--- src/rtl/cam_cmd_issuer.sv ---
// CAM command issuer: packs a load list into storage beats, streams
// queries as SEARCH_MQ beats and counts hits from the CAM result stream.
module cam_cmd_issuer #(
  parameter int          C_DATA_WIDTH = 520,
  parameter int          CAM_SIZE     = 128,
  parameter int          CNT_WIDTH    = 32,
  parameter logic [31:0] PAD_KEY      = 32'hFFFF_FFFF
) (
  input  logic                    aclk,
  input  logic                    areset_n,
  input  logic                    ld_tvalid,
  output logic                    ld_tready,
  input  logic                    ld_tlast,
  input  logic [31:0]             ld_tdata,
  input  logic                    q_tvalid,
  output logic                    q_tready,
  input  logic                    q_tlast,
  input  logic [31:0]             q_tdata,
  output logic                    m_tvalid,
  output logic [C_DATA_WIDTH-1:0] m_tdata,
  input  logic                    r_tvalid,
  input  logic [C_DATA_WIDTH-1:0] r_tdata,
  output logic                    cnt_tvalid,
  input  logic                    cnt_tready,
  output logic [CNT_WIDTH-1:0]    cnt_tdata,
  output logic                    busy,
  output logic                    ovf
);

  localparam int NBEAT = CAM_SIZE / 16;
  localparam int BW    = $clog2(NBEAT + 1);

  localparam logic [3:0] OP_SEARCH = 4'd5;
  localparam logic [3:0] OP_RESET  = 4'd7;
  localparam logic [3:0] OP_UPDATE = 4'd8;
  localparam logic [3:0] OP_EOS    = 4'hF;

  typedef enum logic [2:0] {
    S_IDLE,
    S_RST,
    S_LOAD,
    S_QUERY,
    S_EOS,
    S_WAIT,
    S_DONE
  } state_t;

  state_t                  state_q, state_d;
  logic [31:0]             lanes_q [16];
  logic [31:0]             lanes_d [16];
  logic [3:0]              lcnt_q, lcnt_d;
  logic [BW-1:0]           bcnt_q, bcnt_d;
  logic [CNT_WIDTH-1:0]    cnt_d, cnt_inc;
  logic                    ovf_d, busy_d, cvld_d;
  logic                    ld_rdy_d, q_rdy_d;
  logic                    mvld_d;
  logic [3:0]              op_d;
  logic [511:0]            mdata_d, fill;
  logic [C_DATA_WIDTH-1:0] m_tdata_d;
  logic                    ld_acc, q_acc, hit, r_eos;
  logic [3:0]              r_op;
  logic                    unused_r;

  assign unused_r = ^{r_tdata[C_DATA_WIDTH-1], r_tdata[514:1]};

  assign ld_acc  = ld_tvalid & ld_tready;
  assign q_acc   = q_tvalid & q_tready;
  assign r_op    = r_tdata[518:515];
  assign hit     = r_tvalid && (r_op == OP_SEARCH) && r_tdata[0];
  assign r_eos   = r_tvalid && (r_op == OP_EOS);
  assign cnt_inc = (&cnt_tdata) ? cnt_tdata : cnt_tdata + CNT_WIDTH'(1);

  // Storage beat: buffered lanes, then the current key, then padding.
  always_comb begin
    fill = '0;
    for (int k = 0; k < 16; k++) begin
      if (k < int'(lcnt_q))
        fill[32*k +: 32] = lanes_q[k];
      else if (k == int'(lcnt_q))
        fill[32*k +: 32] = ld_tdata;
      else
        fill[32*k +: 32] = PAD_KEY;
    end
  end

  always_comb begin
    state_d = state_q;
    lanes_d = lanes_q;
    lcnt_d  = lcnt_q;
    bcnt_d  = bcnt_q;
    cnt_d   = cnt_tdata;
    ovf_d   = ovf;
    busy_d  = busy;
    cvld_d  = 1'b0;
    mvld_d  = 1'b0;
    op_d    = 4'd0;
    mdata_d = '0;
    unique case (state_q)
      S_IDLE: begin
        if (ld_tvalid) begin
          state_d = S_RST;
          cnt_d   = '0;
          ovf_d   = 1'b0;
          lcnt_d  = '0;
          bcnt_d  = '0;
          busy_d  = 1'b1;
          mvld_d  = 1'b1;
          op_d    = OP_RESET;
        end
      end
      S_RST, S_LOAD: begin
        state_d = S_LOAD;
        if (ld_acc) begin
          if (bcnt_q == BW'(NBEAT)) begin
            ovf_d = 1'b1;
          end else begin
            lanes_d[lcnt_q] = ld_tdata;
            if (lcnt_q == 4'd15 || ld_tlast) begin
              mvld_d  = 1'b1;
              op_d    = OP_UPDATE;
              mdata_d = fill;
              lcnt_d  = '0;
              bcnt_d  = bcnt_q + BW'(1);
            end else begin
              lcnt_d = lcnt_q + 4'd1;
            end
          end
          if (ld_tlast) state_d = S_QUERY;
        end
      end
      S_QUERY: begin
        if (hit) cnt_d = cnt_inc;
        if (q_acc) begin
          // 0 and PAD_KEY would match reset/padding entries.
          if (q_tdata != '0 && q_tdata != PAD_KEY) begin
            mvld_d  = 1'b1;
            op_d    = OP_SEARCH;
            mdata_d = {480'd0, q_tdata};
          end
          if (q_tlast) state_d = S_EOS;
        end
      end
      S_EOS: begin
        if (hit) cnt_d = cnt_inc;
        mvld_d  = 1'b1;
        op_d    = OP_EOS;
        state_d = S_WAIT;
      end
      S_WAIT: begin
        if (hit) cnt_d = cnt_inc;
        if (r_eos) begin
          state_d = S_DONE;
          cvld_d  = 1'b1;
        end
      end
      S_DONE: begin
        cvld_d = 1'b1;
        if (cnt_tready) begin
          state_d = S_IDLE;
          cvld_d  = 1'b0;
          busy_d  = 1'b0;
        end
      end
      default: state_d = S_IDLE;
    endcase
    ld_rdy_d  = (state_d == S_RST) || (state_d == S_LOAD);
    q_rdy_d   = (state_d == S_QUERY);
    m_tdata_d = '0;
    m_tdata_d[518:515] = op_d;
    m_tdata_d[511:0]   = mdata_d;
  end

  always_ff @(posedge aclk or negedge areset_n) begin
    if (!areset_n) begin
      state_q    <= S_IDLE;
      lanes_q    <= '{default: '0};
      lcnt_q     <= '0;
      bcnt_q     <= '0;
      cnt_tdata  <= '0;
      ovf        <= 1'b0;
      busy       <= 1'b0;
      cnt_tvalid <= 1'b0;
      ld_tready  <= 1'b0;
      q_tready   <= 1'b0;
      m_tvalid   <= 1'b0;
      m_tdata    <= '0;
    end else begin
      state_q    <= state_d;
      lanes_q    <= lanes_d;
      lcnt_q     <= lcnt_d;
      bcnt_q     <= bcnt_d;
      cnt_tdata  <= cnt_d;
      ovf        <= ovf_d;
      busy       <= busy_d;
      cnt_tvalid <= cvld_d;
      ld_tready  <= ld_rdy_d;
      q_tready   <= q_rdy_d;
      m_tvalid   <= mvld_d;
      m_tdata    <= m_tdata_d;
    end
  end

endmodule

--- config.mk ---
export PLATFORM = sky130hd
export DESIGN_NAME = cam_cmd_issuer
export DESIGN_NICKNAME = d
export VERILOG_FILES = /design/src/rtl/cam_cmd_issuer.sv
export SDC_FILE = /design/constraint.sdc
export NUM_CORES = 2
export LEC_CHECK = 0
export ABC_AREA = 1
export BUFFER_PORTS_ARGS = -buffer_cell sky130_fd_sc_hd__buf_4
export CORE_AREA = 2 2 447 449
export DETAILED_ROUTE_END_ITERATION = 7
export DIE_AREA = 0 0 449 451
export HOLD_SLACK_MARGIN = 0.06
export PLACE_DENSITY = 0.49
export SETUP_SLACK_MARGIN = 0.2
export SKIP_LAST_GASP = 1
export SLEW_MARGIN = 20
export SYNTH_ARGS = -nofsm -noshare
export SYNTH_HDL_FRONTEND = slang
export SYNTH_SLANG_ARGS = --single-unit
--- constraint.sdc ---
create_clock -name aclk -period 2.5 [get_ports aclk]
set_input_delay 0.125 -clock aclk [delete_from_list [all_inputs] [get_ports aclk]]
set_output_delay 0.125 -clock aclk [all_outputs]
set_load 0.005 [all_outputs]
==> flow_metrics.tcl <==
set metrics [dict create \
    cts.sinks 1044 \
    nFillCells 21092 \
    antenna_left 0 \
    cts_max_level 3 \
    crit_fanout 32 \
    ys.flop_type "dfrtp_1" \
    hold_viol 0 \
    cpMaxStageDelayCell "dfrtp_1" \
    postRouteWirelength_um 211000 \
    clk_latency_ns 0.79 \
    max_freq_ghz 0.448 \
    track_usage 0.201 \
    yosys_warnings 0 \
    reg2reg_depth 8 \
    grt_max_degree 92 \
    setup_viol 0 \
    slew_headroom 0.362 \
    slew_viol_final 0 \
    clock_path_buffers 3 \
    ir_drop_v 0.000637 \
    fp.dieArea_mm2 0.202 \
    ys_seq_elements 1044 \
    antenna_found_initial 30 \
    drtIter0Drc 3418 \
    area_growth_syn_to_layout_pct 35.1 \
    clock-root-buffer "clkbuf_16" \
    worst_setup_path_end_kind "flip-flop" \
    rsz0062_at_grt "yes" \
    cts_tree "yes" \
    regToRegStartpoint "lcnt_q[3]" \
    r2r_end "m_tdata[164]" \
    ys_seq_area_frac 0.647 \
    ff2ff_setup_slack_ns 0.27 \
    grt_pass1_wl_um 284000 \
    place.gp.congestion 0.890 \
    via_count 35031 \
    die_y_um 451 \
    crit_type "reg2reg" \
    fin_setup_tns_ns 0 \
    synth_edf_count 0 \
    port_buffers 630 \
    hp-class "in2async" \
    cpMostUsedCell "buf_4" \
    syn_area_mm2 0.0404 \
    powerDensity_mw_per_mm2 951 \
    leakage_nw 26.8 \
    finalClockSkew_ns 0.0966 \
    clk_pin_slew_ns 0.06 \
    synth.avg_cell_area_um2 9.80 \
    fp.dieW_um 449 \
    synth_cell_types 41 \
    worstPathRequired_ns 3.14 \
    cp-start-kind "flip-flop" \
    viasPerCell 4.60 \
    period_minus_slack_ns 2.23 \
    slowest_delay_ns 0.46 \
    syn_inst 4123 \
    max_cap_viol_count 0 \
    tightest_slew_ns 0.956 \
    coreArea_mm2 0.198 \
    numCtsBuffers 113 \
    io-pin-count 1150 \
    rows 164 \
    synthArstFlopShare 1.00 \
    hpwl_um 147000 \
    fin_crit_sh 0.892 \
    route.detailed.drc 0 \
    drive_above_1_share 0.231 \
    final_nets 5456 \
    wl_per_cell_um 27.7 \
    initial_core_util 0.204 \
    grt_pass1_vias 33924 \
    dr.pass1.iters 5 \
    overflow 0 \
    finalCoreUtilization 0.275 \
    worstPathArrival_ns 2.87 \
    crit_chain "buf_4 > nor2_4 > clkinv_2 > buf_4 > nand2_1 > buf_12 > o21ai_0 > nor2_1" \
    status "completed" \
]
[state kept, by name, summed over array words and instances (netlist names), 3 cells and up]
register   count
m_tdata      515
state_q        3
bcnt_q         4
cnt_tdata     32
lcnt_q         4
lanes_q      480
[final cells by class]
class                           count  area (µm²)  area share
Multi-Input combinational cell   2612       12600       0.230
Timing Repair Buffer              966        8260       0.151
Inverter                          120         467     0.00855
Tap cell                         2656        3320      0.0609
Clock buffer                      164        3210      0.0588
Clock inverter                     45         628      0.0115
Antenna cell                       13        32.5    0.000596
Sequential cell                  1044       26100       0.478
[cells by family after synthesis]
logic type	share of synthesized area
simple gates	0.148
compound gates	0.152
flops	0.647
buf+inv	0.0477
xor+xnor	0.00303
fa+ha+maj	0.00217
other cells	0.0000928
mux	0.000279
[power by group]
group / total (mW) / leakage, nW / internal (mW) / switching, mW
Combinational: 12.8 / 10.6 / 4.89 / 7.89
Sequential: 21.6 / 14.3 / 19.9 / 1.76
Clock: 17.5 / 1.86 / 9.92 / 7.58
[cells in the final DEF (no fill, tap or decap), types with 4 or more instances in the layout]
cell type,netlist,final
buf_12,0,59
xnor2_1,9,9
nand2_1,766,759
clkinv_2,0,16
a211oi_1,41,41
o21ai_0,502,500
conb_1,1,4
nor2_2,4,8
diode_2,0,13
nand3_1,61,60
dlygate4sd3_1,0,90
o22ai_1,270,270
clkinvlp_4,0,6
o21ai_1,69,70
clkinv_16,0,4
nor2_1,561,548
nor2_4,3,13
clkbuf_16,0,115
buf_4,8,810
nor3_1,18,18
a21oi_1,146,146
nand2_2,1,6
dfrtp_1,1044,1044
nor4_1,4,4
inv_1,100,77
clkbuf_1,234,33
o211ai_1,32,32
clkbuf_8,0,17
nand2_4,9,7
nand2_8,0,5
ha_1,7,6
clkinv_4,0,5
o32ai_1,35,35
nand3b_1,4,4
inv_2,8,38
nand4_1,46,46
buf_6,1,4
xor2_1,5,5
bufinv_16,0,9
[cells in the mapped netlist, types with 41 or more instances]
| cell type | count | share of area |
|---|---|---|
| inv_1 | 100 | 0.0093 |
| nand3_1 | 61 | 0.0076 |
| dfrtp_1 | 1044 | 0.65 |
| a21oi_1 | 146 | 0.018 |
| a211oi_1 | 41 | 0.0076 |
| o21ai_0 | 502 | 0.062 |
| o21ai_1 | 69 | 0.0085 |
| nor2_1 | 561 | 0.052 |
| nand2_1 | 766 | 0.071 |
| o22ai_1 | 270 | 0.042 |
| buf_2 | 95 | 0.012 |
| clkbuf_1 | 234 | 0.022 |
| nand4_1 | 46 | 0.0071 |
[critical path: cells and delay by family (launching register included)]
family / cells / cell delay, ns
flip-flops: 1 / 0.46
buffers and inverters: 4 / 0.88
AO/OA/AOI/OAI: 1 / 0.46
AND/OR/NAND/NOR: 3 / 0.32
[repair_timing]
action	in CTS	in global routing
setup buffers	1	14
resized for setup	16	19
gates cloned	1	2
endpoints found under the setup margin	230	254
hold buffers	91	0
pin swaps	3	5
hold endpoints to repair	1265	0
[stage by stage]
stage                     cell area, µm²  total power, mW  hold slack, ns  std cells  setup slack (ns)
after floorplan                    40400             26.2          -0.171       4126             0.249
after global placement             49500             34.2           0.195       7289            -0.133
after detailed placement           49500             34.3           0.197       7289            -0.112
after CTS                          54300             52.1           0.147       7591             0.154
after global routing               54600             54.1           0.203       7610             0.169
final                              54600             51.9           0.201       7620             0.270
[worst max path at each step]
| stage | start | to | slack, ns | cells after the start |
|---|---|---|---|---|
| 2_1_floorplan | lcnt_q[1] | m_tdata[439] | 0.25 | 12 |
| 3_3_place_gp | lcnt_q[1] | m_tdata[287] | -0.13 | 9 |
| 3_5_place_dp | lcnt_q[1] | m_tdata[287] | -0.11 | 9 |
| 4_1_cts | lcnt_q[1] | m_tdata[28] | 0.15 | 9 |
| 5_1_grt | lcnt_q[1] | lanes_q[347] | 0.17 | 7 |
| 6_report | lcnt_q[3] | m_tdata[164] | 0.27 | 8 |
[layer usage]
metal	track usage	share of wire	up-vias
li1	-	-	15341
met1	0.235	0.38	17780
met2	0.333	0.48	1480
met3	0.0401	0.065	422
met4	0.139	0.078	8
met5	0	0.00043	-
No activity file was read; power rests on OpenSTA's default activity.
